`src/rtl/button_event_gen_if.sv`:
```
// Button front-end bundle: raw pins in, debounced level and event pulses out.
// master = button consumer / test driver, slave = button_event_gen.
interface button_event_gen_if #(
    parameter int N_BTN = 5
);
    logic [N_BTN-1:0] btn_in;
    logic [N_BTN-1:0] btn_level;
    logic [N_BTN-1:0] press_pulse;
    logic [N_BTN-1:0] release_pulse;
    logic [N_BTN-1:0] short_pulse;
    logic [N_BTN-1:0] long_pulse;
    logic [N_BTN-1:0] repeat_pulse;

    modport master (
        output btn_in,
        input  btn_level, press_pulse, release_pulse, short_pulse, long_pulse, repeat_pulse
    );

    modport slave (
        input  btn_in,
        output btn_level, press_pulse, release_pulse, short_pulse, long_pulse, repeat_pulse
    );
endinterface

```
`src/rtl/button_event_gen.sv`:
```
// Front-panel button front end: per-channel synchroniser, debouncer and
// press/release/short/long classification. Auto-repeat is built only when
// BTN_AUTO_REPEAT_EN is defined; otherwise repeat_pulse is tied low.

// One button channel: synchroniser + debounce counter + hold FSM.
module button_event_chan #(
    parameter int SYNC_STAGES  = 2,
    parameter int DEBOUNCE_CYC = 1_000_000,
    parameter int HOLD_CYC     = 15_000_000,
    parameter int REPEAT_CYC   = 5_000_000
) (
    input  logic clk,
    input  logic reset,
    input  logic i_btn,
    output logic o_level,
    output logic o_press,
    output logic o_release,
    output logic o_short,
    output logic o_long,
    output logic o_repeat
);
    localparam int DB_W   = $clog2(DEBOUNCE_CYC + 1);
    localparam int HOLD_W = $clog2(HOLD_CYC + 1);

    localparam logic [1:0] ST_DISARMED = 2'd0;
    localparam logic [1:0] ST_IDLE     = 2'd1;
    localparam logic [1:0] ST_HELD     = 2'd2;
    localparam logic [1:0] ST_LONG     = 2'd3;

    logic [SYNC_STAGES-1:0] r_sync;
    logic [1:0]             r_state;
    logic [DB_W-1:0]        r_db_cnt;
    logic [HOLD_W-1:0]      r_hold_cnt;
    logic                   r_level;
    logic                   r_press;
    logic                   r_release;
    logic                   r_short;
    logic                   r_long;

    logic w_s;
    logic w_target;
    logic w_match;
    logic w_db_done;

    assign w_s       = r_sync[SYNC_STAGES-1];
    // Only IDLE waits for a press; every other state waits for a stable 0
    // (DISARMED: arm after release, HELD/LONG: debounced release).
    assign w_target  = (r_state == ST_IDLE);
    assign w_match   = (w_s == w_target);
    assign w_db_done = w_match && (r_db_cnt == DB_W'(DEBOUNCE_CYC - 1));

    // Shift the raw pin through the synchroniser chain.
    always_ff @(posedge clk) begin
        if (!reset) r_sync <= '0;
        else        r_sync <= {r_sync[SYNC_STAGES-2:0], i_btn};
    end

    // Count consecutive samples at the level the FSM is waiting for; any other sample restarts it.
    always_ff @(posedge clk) begin
        if (!reset || !w_match || w_db_done) r_db_cnt <= '0;
        else                                 r_db_cnt <= r_db_cnt + 1'b1;
    end

    // Hold FSM; a release accepted on the same cycle the hold limit is reached wins.
    always_ff @(posedge clk) begin
        if (!reset) begin
            r_state    <= ST_DISARMED;
            r_hold_cnt <= '0;
            r_level    <= 1'b0;
            r_press    <= 1'b0;
            r_release  <= 1'b0;
            r_short    <= 1'b0;
            r_long     <= 1'b0;
        end else begin
            r_press   <= 1'b0;
            r_release <= 1'b0;
            r_short   <= 1'b0;
            r_long    <= 1'b0;
            case (r_state)
                ST_DISARMED: begin
                    if (w_db_done) r_state <= ST_IDLE;
                end
                ST_IDLE: begin
                    if (w_db_done) begin
                        r_level    <= 1'b1;
                        r_press    <= 1'b1;
                        r_hold_cnt <= '0;
                        r_state    <= ST_HELD;
                    end
                end
                ST_HELD: begin
                    if (w_db_done) begin
                        r_level   <= 1'b0;
                        r_release <= 1'b1;
                        r_short   <= 1'b1;
                        r_state   <= ST_IDLE;
                    end else if (r_hold_cnt == HOLD_W'(HOLD_CYC - 1)) begin
                        r_hold_cnt <= HOLD_W'(HOLD_CYC);
                        r_long     <= 1'b1;
                        r_state    <= ST_LONG;
                    end else begin
                        r_hold_cnt <= r_hold_cnt + 1'b1;
                    end
                end
                ST_LONG: begin
                    // hold count stays saturated at HOLD_CYC here
                    if (w_db_done) begin
                        r_level   <= 1'b0;
                        r_release <= 1'b1;
                        r_state   <= ST_IDLE;
                    end
                end
                default: r_state <= ST_DISARMED;
            endcase
        end
    end

`ifdef BTN_AUTO_REPEAT_EN
    localparam int REP_W = $clog2(REPEAT_CYC + 1);

    logic [REP_W-1:0] r_rep_cnt;
    logic             r_repeat;

    // Periodic repeat while in LONG; cleared outside LONG and on the release cycle.
    always_ff @(posedge clk) begin
        if (!reset) begin
            r_rep_cnt <= '0;
            r_repeat  <= 1'b0;
        end else begin
            r_repeat <= 1'b0;
            if (r_state == ST_LONG && !w_db_done) begin
                if (r_rep_cnt == REP_W'(REPEAT_CYC - 1)) begin
                    r_rep_cnt <= '0;
                    r_repeat  <= 1'b1;
                end else begin
                    r_rep_cnt <= r_rep_cnt + 1'b1;
                end
            end else begin
                r_rep_cnt <= '0;
            end
        end
    end

    assign o_repeat = r_repeat;
`else
    logic w_unused_rep;
    assign w_unused_rep = ^REPEAT_CYC;
    assign o_repeat     = 1'b0;
`endif

    assign o_level   = r_level;
    assign o_press   = r_press;
    assign o_release = r_release;
    assign o_short   = r_short;
    assign o_long    = r_long;
endmodule

// Top: N_BTN independent channels on the interface bundle.
module button_event_gen #(
    parameter int N_BTN        = 5,
    parameter int SYNC_STAGES  = 2,
    parameter int DEBOUNCE_CYC = 1_000_000,
    parameter int HOLD_CYC     = 15_000_000,
    parameter int REPEAT_CYC   = 5_000_000
) (
    input logic               clk,
    input logic               reset,
    button_event_gen_if.slave bus
);
    logic [N_BTN-1:0] w_level;
    logic [N_BTN-1:0] w_press;
    logic [N_BTN-1:0] w_release;
    logic [N_BTN-1:0] w_short;
    logic [N_BTN-1:0] w_long;
    logic [N_BTN-1:0] w_repeat;

    for (genvar g = 0; g < N_BTN; g++) begin : g_chan
        button_event_chan #(
            .SYNC_STAGES (SYNC_STAGES),
            .DEBOUNCE_CYC(DEBOUNCE_CYC),
            .HOLD_CYC    (HOLD_CYC),
            .REPEAT_CYC  (REPEAT_CYC)
        ) u_chan (
            .clk      (clk),
            .reset    (reset),
            .i_btn    (bus.btn_in[g]),
            .o_level  (w_level[g]),
            .o_press  (w_press[g]),
            .o_release(w_release[g]),
            .o_short  (w_short[g]),
            .o_long   (w_long[g]),
            .o_repeat (w_repeat[g])
        );
    end

    assign bus.btn_level     = w_level;
    assign bus.press_pulse   = w_press;
    assign bus.release_pulse = w_release;
    assign bus.short_pulse   = w_short;
    assign bus.long_pulse    = w_long;
    assign bus.repeat_pulse  = w_repeat;
endmodule

```
`src/flat_wrapper.sv`:
```
// flat-port wrapper written by rule: the top's interface ports become plain ports
module button_event_gen_flat 
#(
    parameter int N_BTN        = 5,
    parameter int SYNC_STAGES  = 2,
    parameter int DEBOUNCE_CYC = 1_000_000,
    parameter int HOLD_CYC     = 15_000_000,
    parameter int REPEAT_CYC   = 5_000_000
)
  (clk, reset, bus_btn_in, bus_btn_level, bus_press_pulse, bus_release_pulse, bus_short_pulse, bus_long_pulse, bus_repeat_pulse);
  button_event_gen_if #(.N_BTN(N_BTN)) bus_i ();
  input logic clk;
  input logic reset;
  input wire logic [$bits(bus_i.btn_in)-1:0] bus_btn_in;
  output wire logic [$bits(bus_i.btn_level)-1:0] bus_btn_level;
  output wire logic [$bits(bus_i.press_pulse)-1:0] bus_press_pulse;
  output wire logic [$bits(bus_i.release_pulse)-1:0] bus_release_pulse;
  output wire logic [$bits(bus_i.short_pulse)-1:0] bus_short_pulse;
  output wire logic [$bits(bus_i.long_pulse)-1:0] bus_long_pulse;
  output wire logic [$bits(bus_i.repeat_pulse)-1:0] bus_repeat_pulse;
  assign bus_i.btn_in = bus_btn_in;
  assign bus_btn_level = bus_i.btn_level;
  assign bus_press_pulse = bus_i.press_pulse;
  assign bus_release_pulse = bus_i.release_pulse;
  assign bus_short_pulse = bus_i.short_pulse;
  assign bus_long_pulse = bus_i.long_pulse;
  assign bus_repeat_pulse = bus_i.repeat_pulse;
  button_event_gen #(.N_BTN(N_BTN), .SYNC_STAGES(SYNC_STAGES), .DEBOUNCE_CYC(DEBOUNCE_CYC), .HOLD_CYC(HOLD_CYC), .REPEAT_CYC(REPEAT_CYC)) u_core (.clk(clk), .reset(reset), .bus(bus_i));
endmodule
```
`config.mk`:
```
export PLATFORM = sky130hd
export DESIGN_NAME = button_event_gen_flat
export DESIGN_NICKNAME = d
export VERILOG_FILES = /design/src/rtl/button_event_gen_if.sv /design/src/rtl/button_event_gen.sv /design/src/flat_wrapper.sv
export SDC_FILE = /design/constraint.sdc
export NUM_CORES = 1
export LEC_CHECK = 0
export CORE_MARGIN = 2
export CORE_UTILIZATION = 51
export DETAILED_ROUTE_END_ITERATION = 8
export PLACE_DENSITY = 0.66
export SLEW_MARGIN = 20
export SYNTH_ARGS = -nofsm -noshare
export SYNTH_HDL_FRONTEND = slang
export SYNTH_SLANG_ARGS = --single-unit
```
`constraint.sdc`:
```
create_clock -name clk -period 4 [get_ports clk]
set_input_delay 1.2 -clock clk [delete_from_list [all_inputs] [get_ports clk]]
set_output_delay 1.2 -clock clk [all_outputs]
set_load 0.02 [all_outputs]
```
After elaboration in Yosys (flattened, before gate mapping) --
Cells that the tools add are included.
Storage, ports and cells: logic and storage cells 267, input port bits 7, output and inout bits 30, flip-flop bits (word level) 265
Operators by class: mux-type cells 70, bitwise logic cells 6, equal/unequal tests 55, reduce and logical (&&, ||, !) cells 81, $add $sub $neg 10
Operator list (number):
- 24-bit two-way mux | 15
- 24-bit one-hot mux with 2 select lines | 5
- 24-bit by 1-bit adder with 24-bit output (second input constant) | 5
- 24-bit == test (second input constant) | 5
- 20-bit by 1-bit adder with 20-bit output (second input constant) | 5
- 20-bit == test (second input constant) | 5
- 3-bit AND reduction | 15
- 2-bit two-way mux | 20
- 2-bit by 1-bit != test with 1-bit output (second input constant) | 15
- 2-bit one-hot mux with 3 select lines | 5
- 2-bit AND reduction | 15
- 2-bit == test (second input constant) | 10
- 1-bit two-way mux | 20
- 2-bit nonzero test | 10
- 2-bit OR reduction | 10
- 3-bit != test (second input constant) | 5
- 3-bit OR reduction | 5
- 2-bit by 1-bit == test with 1-bit output (second input constant) | 5
- 2-bit zero test | 5
- 1-bit logical OR | 10
- 2-bit != test (second input constant) | 5
- 1-bit one-hot mux with 2 select lines | 5
- 1-bit zero test | 6
- 1-bit NOT | 6
- 2 further kinds | 10

Longest topological paths before layout --
Gate-level depths: netlist of the first run.
depth after elaboration 5, mapped depth 12, gate-level depth less buffers 8

Hierarchy --
From an unflattened synthesis of the first run, not the netlist that was laid out.
Second synthesis, totals: cell total of the unflattened synthesis 1661, area, all modules 14194.9 um^2
Modules (own cells, without submodules):
- button_event_chan at u_core.g_chan[0].u_chan ... | area each 2865.2 um^2, seq. area each 1061.0 um^2, cells an instance 333, instances 4
- button_event_chan at u_core.g_chan[4].u_chan | area each 2733.9 um^2, seq. area each 1061.0 um^2, cells an instance 329, instances 1

Worst setup path before layout of the first run --
Ideal clock, no wire load.
path kind register -> register, start point reg u_core.g_chan[2].u_chan.r_state[1], end point reg u_core.g_chan[2].u_chan.r_hold_cnt[11], library setup time 0.070 ns, path slack 1.181 ns, data arrival time 2.749 ns, cell stages (with the launch flop) 11, clock period less this slack 2.819 ns, required time 3.930 ns, path buffers 2, cells stage by stage dfxtp_1 inv_1 ha_1 clkbuf_1 xor2_1 or4_4 or4_1 buf_2 and2_4 or4_1 a21boi_1
Between the ends: cells in the longest elaborated chain, start to end 5, elaborated cells on any way between the ends 9, classes of those cells eq/ne (5); mux (1); reduce/logical (3)
Ends and longest elaborated chain:
- start, declared | line button_event_gen.sv:31 | logic [1:0] r_state;
- start signal, assigned | line button_event_gen.sv:67 | r_state <= ST_DISARMED;
- start signal, assigned | line button_event_gen.sv:81 | if (w_db_done) r_state <= ST_IDLE;
- start signal, assigned | line button_event_gen.sv:88 | r_state <= ST_HELD;
- 2-bit by 1-bit == test with 1-bit output | line button_event_gen.sv:48, button_event_gen.sv:79
- 1-bit == test | line button_event_gen.sv:49 | assign w_match = (w_s == w_target);
- 1-bit logical AND | line button_event_gen.sv:50 | assign w_db_done = w_match && (r_db_cnt == DB_W'(DEBOUNCE_CYC - 1));
- 2-bit != test (no source line) / 2-bit by 1-bit != test with 1-bit output (equally long branches)
- 3-bit AND reduction (no source line)
- end signal, assigned | line button_event_gen.sv:98 | r_hold_cnt <= HOLD_W'(HOLD_CYC);
- end signal, assigned | line button_event_gen.sv:102 | r_hold_cnt <= r_hold_cnt + 1'b1;
- end, declared | line button_event_gen.sv:33 | logic [HOLD_W-1:0] r_hold_cnt;
Parallel ways exist; a longest one is shown, timed or not. A chain may end at the register's enable or synchronous reset.

Worst setup path in the final report of the first run --
start point reg u_core.g_chan[3].u_chan.r_db_cnt[10], end point reg u_core.g_chan[3].u_chan.r_db_cnt[18]
Between the ends: cells in the longest elaborated chain, start to end 3, elaborated cells on any way between the ends 4, classes of those cells add/sub (1); eq/ne (1); reduce/logical (2)
Ends and longest elaborated chain:
- start, declared | line button_event_gen.sv:32 | logic [DB_W-1:0] r_db_cnt;
- start signal, assigned | line button_event_gen.sv:61 | else r_db_cnt <= r_db_cnt + 1'b1;
- branches (longest 3 deep; another with 20-bit by 1-bit adder with 20-bit output)
Several ways; the timed one is not identified.

==> results of run 1 <==
==> metrics by stage <==
step	worst slack, ns	power, W	util (%)	cell area [um^2]
2_1_floorplan	1.18	0.00395	-	13300
3_3_place_gp	1.01	0.00424	53.8	13600
3_5_place_dp	0.862	0.00426	53.8	13600
4_1_cts	0.870	0.00705	57.8	14600
5_1_grt	0.637	0.00735	57.8	14600
6_report	0.876	0.00697	57.8	14600
==> layout make-up <==
class                           count  area (um^2)
Timing Repair Buffer               47          425
Fill cell                        2360        10700
Inverter                           34          128
Multi-Input combinational cell   1247         7340
Sequential cell                   265         5310
Tap cell                          330          413
Clock buffer                       46          912
Clock inverter                      9          101
==> power groups by stage <==
| stage | registers (W) | logic, W | clock network [W] |
|---|---|---|---|
| 6_report | 0.00290 | 0.00131 | 0.00277 |
| 5_1_grt | 0.00292 | 0.00148 | 0.00295 |
| 4_1_cts | 0.00290 | 0.00131 | 0.00284 |
| 3_5_place_dp | 0.00295 | 0.00130 | 0 |
| 3_3_place_gp | 0.00295 | 0.00129 | 0 |
| 2_1_floorplan | 0.00292 | 0.00103 | 0 |
==> path summary, 6_finish.rpt <==
path	to	slack [ns]	depth (start not counted)
worst max-delay path	u_core.g_chan[3].u_chan.r_db_cnt[18]	0.88	5
worst min-delay path	u_core.g_chan[4].u_chan.r_sync[1]	0.43	1
worst max register to register	u_core.g_chan[3].u_chan.r_db_cnt[18]	0.88	5
worst min register to register	u_core.g_chan[4].u_chan.r_sync[1]	0.43	1
==> metal layers <==
metal | GRT usage (%) | share of wire (%) | vias up
met5 | 0 | 0 | -
met4 | 5.65 | 2.0 | 0
met3 | 2.85 | 4.2 | 43
met2 | 36.8 | 46 | 231
met1 | 28.8 | 48 | 5364
li1 | - | - | 5812
==> cells in the mapped netlist (16+ instances only) <==
| library cell | instances | area (um^2) |
|---|---|---|
| nor2_1 | 212 | 796 |
| and2_1 | 30 | 188 |
| xnor2_1 | 45 | 394 |
| nand4_1 | 45 | 282 |
| buf_4 | 30 | 225 |
| inv_1 | 34 | 128 |
| a31oi_1 | 23 | 144 |
| nor3_1 | 61 | 305 |
| clkbuf_1 | 64 | 240 |
| dfxtp_1 | 265 | 5310 |
| o21ai_0 | 98 | 490 |
| xor2_1 | 57 | 499 |
| nand3_1 | 96 | 480 |
| nor2b_1 | 16 | 100 |
| or3_1 | 34 | 213 |
| a21oi_1 | 91 | 455 |
| nor4_1 | 22 | 138 |
| ha_1 | 30 | 375 |
| nand2_1 | 143 | 537 |
| and3_1 | 35 | 219 |
==> sequential cells by signal (all words and copies together) (netlist names) <==
name,count
u_core.g_chan.u_chan.r_sync,10
u_core.g_chan.u_chan.r_state,10
u_core.g_chan.u_chan.r_hold_cnt,120
u_core.g_chan.u_chan.r_db_cnt,100
u_core.g_chan.u_chan.o_press,5
u_core.g_chan.u_chan.o_long,5
u_core.g_chan.u_chan.o_level,5
u_core.g_chan.u_chan.o_release,5
u_core.g_chan.u_chan.o_short,5
==> critical path, stage by stage, from the launching register on <==
cell and delay [ns]:
dfxtp_1 0.34, or4b_2 0.67, nor4_1 0.70, nand3_1 0.47
nand3_1 0.68, nor2_1 0.12
==> cell families after synthesis <==
family                     Yosys count  synth area share, %
AOI/OAI and AO/OA                  312                 14.4
xor gates and xnor gates           102                 6.75
adders and majority gates           30                 2.84
buffers and inverters              132                 4.61
DFF                                265                 40.1
muxes                               13                 1.00
other                                1               0.0283
and+or+nand+nor                    785                 30.3
==> results.md, run 1 <==
* Router iterations before antenna repair at 5
* Total core area at 25,300 um^2
* Maximum vdd drop at 0.459 mV
* Grt ovf at 0
* #FFs+latches synth at 265
* RSZ-0062 raised after global routing: no
* Largest net degree at the start of global routing at 34
* N_diodes at 0
* Crit Path Category: reg -> reg
* Share of cells above drive strength 1 at 5.16%
* Clk_lat worst skew at 0.56 ns
* Post-synth top flop: dfxtp_1
* Final number of setup-violating endpoints at 0
* CP required at 4.40 ns
* Post-DRT Antenna Nets at 0
* Crit start category: flop
* # Max-Cap Violations at 0
* Hold slack at 0.430 ns
* CP Max Fanout at 20
* DRC violations left at 0
* Final Net Count at 1,662
* Lkg Pwr at ~5 nW
* Sw frac at 29.3%
* Worst Max-Slew Pin Slew at 1.08 ns
* First-pass GRT wire length at roughly 51,000 um
* Achievable Freq at 320 MHz
* Vias in the first global route at approximately 11,000
* Synthesized area at 13,200 um^2
* Root buffer selected by CTS: clkbuf_16
* Sequential Power Share at 41.5%
* Most common cell after layout, fill and taps aside: dfxtp_1
* Fin Clk Skew at ~0.017 ns
* Gr usage total at 21.6%
* Clock Sinks at 265
* Internal Power at 0.00493 W
* Num rows at 58
* Comb pwr share at a little under a fifth
* Placed cells at 1,923
* Hpwl dp at 19,900 um
* CP endpoint kind: flop
* Via/cell ratio at 5.79
* Detailed Route Iter0 Violations at 646
* Initial antenna violation count at 0
* Sw power at roughly 0.002 W
* Post_cts resized at 0
* Total number of vias at 11,450
* Post-synth cell types at 74
* CP Data Arrival Time at roughly 3.5 ns
* Worst Setup SP: u_core.g_chan[3].u_chan.r_db_cnt[10]
* Seq/Total Area, Yosys at 40.1%
* Hold WC Path Type: reg -> reg
* Period utilization at 78.1%
* Initial Utilization at 52.3%
* Setup repair bufs after CTS at 0
* Final hold violation count at 0
* Wire length per cell at 14.6 um
* CTS buffer count at 30
* Final RePlAce weighted congestion at 0.859
* Hold_buf cts at 0
* Synthesis Warnings at 0
* Async SR Flop Fraction at 0%
* Area grow syn2layout at 10.5%
* Clk slew on worst S/H paths at roughly 0.060 ns
* Clock power frac at 39.7%
* Fin Setup TNS at 0 ns
* Die Height at 165 um
* Slew Limit Fails at 0
* Ports at 37
* TritonCTS clock tree: built
* Most frequent cells in the layout: 265 x dfxtp_1, 212 x nor2_1, 143 x nand2_1, 98 x o21ai_0, 96 x nand3_1
* Minimum clock period at 3.12 ns
* Final Non-Filler Cells at 1,978
* Run status: finished clean
* Worst hold path startpoint: u_core.g_chan[4].u_chan.r_sync[0]
* CTS Buffer Depth at 3
* Syn avg cell area at 8.07 um^2
* Worst r2r src: u_core.g_chan[3].u_chan.r_db_cnt[10]
* Final wirelength at 28,900 um
* Synthesized instance count at about 1,600
* Die footprint at 27,300 um^2
* Slew headroom at ~28%
* EDFF count, synth at 0
* H-tree levels at 1
* PortBufs at 31
* PD cells at roughly 480 nW/um^2
* Die Width at 165 um
Note: power is estimated with default switching activity, not from simulation.
==> run 2: changes to the inputs <==
==> constraint.sdc (replaced) <==
create_clock -name clk -period 2.9 [get_ports clk]
set_input_delay 0.87 -clock clk [delete_from_list [all_inputs] [get_ports clk]]
set_output_delay 0.87 -clock clk [all_outputs]
set_load 0.02 [all_outputs]
==> run 2 against run 1 <==
- combinational power rose by 47%
- non-clock buffer count rose by 29
- register-to-register slack got worse by 0.74 ns
- clock skew is 0.0069 ns lower
- via count up 0.66%
- cell area is 1.9% higher
- critical endpoint is now u_core.g_chan[2].u_chan.r_hold_cnt[11]
==> results.md, run 2 (synthesis results as in run 1) <==
* Run status: finished clean (unchanged)
* Slew headroom at 51.7% (was 27.5%)
* Number of flip-flops in the largest register at 120 (unchanged)
* Worst hold path startpoint: u_core.g_chan[2].u_chan.r_sync[0] (was u_core.g_chan[4].u_chan.r_sync[0])
* Most common cell after layout, fill and taps aside: dfxtp_1 (unchanged)
* Router iterations before antenna repair at 7 (was 5)
* Initial antenna violation count at 0 (unchanged)
* Total core area at 25,300 um^2 (unchanged)
* Final number of setup-violating endpoints at 0 (unchanged)
* Setup repair bufs after CTS at 0 (unchanged)
* # Max-Cap Violations at 0 (unchanged)
* Crit Path Category: reg -> reg (unchanged)
* Die Width at 165 um (unchanged)
* CP endpoint kind: flop (unchanged)
* Worst Max-Slew Pin Slew at 0.719 ns (was 1.08 ns)
* Clock Sinks at 265 (unchanged)
* Critical path depth at 8 (was 5)
* Worst setup path endpoint: u_core.g_chan[2].u_chan.r_hold_cnt[11] (was u_core.g_chan[3].u_chan.r_db_cnt[18])
* Num rows at 58 (unchanged)
* Initial Utilization at 52.3% (unchanged)
* Gr usage total at 21.7% (was 21.6%)
* Area grow syn2layout at 12.6% (was 10.5%)
* Achievable Freq at 362 MHz (was 320 MHz)
* Largest Register: u_core.g_chan.u_chan.r_hold_cnt (unchanged)
* Sw power at 0.00287 W (was 0.00204 W)
* CTS buffer count at 29 (was 30)
* Internal Power at 0.00702 W (was 0.00493 W)
* N_diodes at 0 (unchanged)
* Maximum vdd drop at 0.521 mV (was 0.459 mV)
* Clk slew on worst S/H paths at 0.06 ns (about the same)
* Worst r2r src: u_core.g_chan[2].u_chan.r_state[1] (was u_core.g_chan[3].u_chan.r_db_cnt[10])
* Worst Setup SP: u_core.g_chan[2].u_chan.r_state[1] (was u_core.g_chan[3].u_chan.r_db_cnt[10])
* Largest net degree at the start of global routing at 56 (was 34)
* Slowest cell on the critical path: or4_4 (was nor4_1)
* RSZ-0062 raised after global routing: no (unchanged)
* CTS Buffer Depth at 3 (unchanged)
* Total number of vias at 11,525 (was 11,450)
* Clock power frac at 40.2% (was 39.7%)
* Final wirelength at 29,200 um (was 28,900 um)
* Detailed Route Iter0 Violations at 830 (was 646)
* Final RePlAce weighted congestion at 0.902 (was 0.859)
* CP required at 3.37 ns (was 4.40 ns)
* Crit path cell chain: inv_1 -> ha_1 -> xor2_1 -> or4_4 -> or4_4 -> and2_4 -> or4_1 -> a21boi_1 (was or4b_2 -> nor4_1 -> nand3_1 -> nand3_1 -> nor2_1)
* Lkg Pwr at 5.17 nW (was 5.02 nW)
* Ports at 37 (unchanged)
* Die Height at 165 um (unchanged)
* Worst Path Buf+Inv at 1 (was 0)
* Root buffer selected by CTS: clkbuf_16 (unchanged)
* Pwr Total at 0.00989 W (was 0.00697 W)
* Clk_lat worst skew at 0.54 ns (was 0.56 ns)
* Hpwl dp at 20,000 um (was 19,900 um)
* Fin Clk Skew at 0.00968 ns (was 0.0166 ns)
* PD cells at 663 nW/um^2 (was 477 nW/um^2)
* Most frequent cells in the layout: 265 x dfxtp_1, 212 x nor2_1, 143 x nand2_1, 98 x o21ai_0, 96 x nand3_1 (unchanged)
* Most frequent CP cell: or4_4 (was nand3_1)
* Via/cell ratio at 5.75 (was 5.79)
* Minimum clock period at 2.76 ns (was 3.12 ns)
* Final Net Count at 1,690 (was 1,662)
* CP peak stage delay at 0.57 ns (was 0.70 ns)
* Worst reg2reg endpoint: u_core.g_chan[2].u_chan.r_hold_cnt[11] (was u_core.g_chan[3].u_chan.r_db_cnt[18])
* Final Non-Filler Cells at 2,005 (was 1,978)
* CP Data Arrival Time at 3.23 ns (was 3.52 ns)
* Post-DRT Antenna Nets at 0 (unchanged)
* Hold WC Path Type: reg -> reg (unchanged)
* Comb pwr share at 19.4% (was 18.8%)
* First-pass GRT wire length at 50,300 um (was 50,500 um)
* CP Max Fanout at 6 (was 20)
* Biggest regs: u_core.g_chan.u_chan.r_hold_cnt x120, u_core.g_chan.u_chan.r_db_cnt x100 (unchanged)
* Die footprint at 27,300 um^2 (unchanged)
* Vias in the first global route at 10,615 (was 10,827)
* Worst R2R Setup Slack at 0.14 ns (was 0.88 ns)
* Share of cells above drive strength 1 at 7.10% (was 5.16%)
* Worst path top cell family by delay: simple AND/OR/NAND/NOR gates (unchanged)
* Slew Limit Fails at 0 (unchanged)
* TritonCTS clock tree: built (unchanged)
* Grt ovf at 0 (unchanged)
* Hold slack at 0.432 ns (was 0.430 ns)
* DRC violations left at 0 (unchanged)
* Sequential Power Share at 40.4% (was 41.5%)
* FF-to-FF path depth at 8 (was 5)
* PortBufs at 31 (unchanged)
* H-tree levels at 1 (unchanged)
* Crit start category: flop (unchanged)
* Period utilization at 95.2% (was 78.1%)
* Sw frac at 29.0% (was 29.3%)
* Fin Setup TNS at 0 ns (unchanged)
* Final hold violation count at 0 (unchanged)
* Wire length per cell at 14.6 um (about the same)
* Placed cells at 1,952 (was 1,923)
-- run 2: cell count changes in the layout (fill, tap and decap cells not counted), sizes merged --
cell      delta
buf         +29
clkbuf      -10
bufinv       +4
clkinvlp     +4
-- run 2: layout make-up --
cell class,count,area (um^2)
fill,2301,10400
multi-input combinational,1247,7360
sequential,265,5310
clock buffer,36,792
timing repair buffer,76,656
tap,330,413
clock inverter,17,256
inverter,34,128
-- run 2: layer usage --
layer  track usage [%]  part of all wire [%]  vias to the layer above
li1                  -                     -                     5874
met1              30.3                    49                     5405
met2              36.0                    46                      209
met3              2.70                   3.9                       37
met4              4.90                   1.8                        0
met5                 0                     0                        -
-- run 2: worst min-delay path by stage --
stage | cells after the start | slack, ns | to
global route | 1 | 0.45 | u_core.g_chan[1].u_chan.r_sync[1]
global placement | 1 | 0.42 | u_core.g_chan[1].u_chan.r_sync[1]
floorplan | 1 | 0.41 | u_core.g_chan[0].u_chan.r_sync[1]
finish | 1 | 0.43 | u_core.g_chan[2].u_chan.r_sync[1]
CTS | 1 | 0.44 | u_core.g_chan[2].u_chan.r_sync[1]
detailed placement | 1 | 0.42 | u_core.g_chan[2].u_chan.r_sync[1]
-- run 2: worst register-to-register path, delay by kind of cell, from the launching register on --
family,cells,cell delay (ns)
AND/OR/NAND/NOR,4,1.68
flip-flops,1,0.37
AO/OA/AOI/OAI,1,0.14
adder cells (fa/ha/maj),1,0.22
XOR/XNOR,1,0.16
buffers and inverters,1,0.11
-- run 2: what timing repair did --
| item | 4_1_cts | 5_1_grt |
|---|---|---|
| hold buffers | 0 | 0 |
| hold endpoints to repair | 0 | 0 |
| endpoints found under the setup margin | 0 | 17 |
| gates resized for setup | 0 | 3 |
-- run 2: power by group through the flow --
stage	Sequential, W	Combinational [W]	Clock [W]
2_1_floorplan	0.00403	0.00142	0
3_3_place_gp	0.00406	0.00188	0
3_5_place_dp	0.00408	0.00190	0
4_1_cts	0.00399	0.00192	0.00409
5_1_grt	0.00402	0.00217	0.00423
6_report	0.00399	0.00192	0.00398
-- run 2: per-stage QoR --
| stage | instance area (um^2) | utilization (%) | setup slack [ns] |
|---|---|---|---|
| after global placement | 13800 | 54.7 | 0.152 |
| after detailed placement | 13800 | 54.7 | 0.0997 |
| after global routing | 14900 | 58.9 | 0.0254 |
| final | 14900 | 58.9 | 0.140 |
| after CTS | 14900 | 58.8 | 0.0686 |
| after floorplan | 13300 | - | 0.0808 |
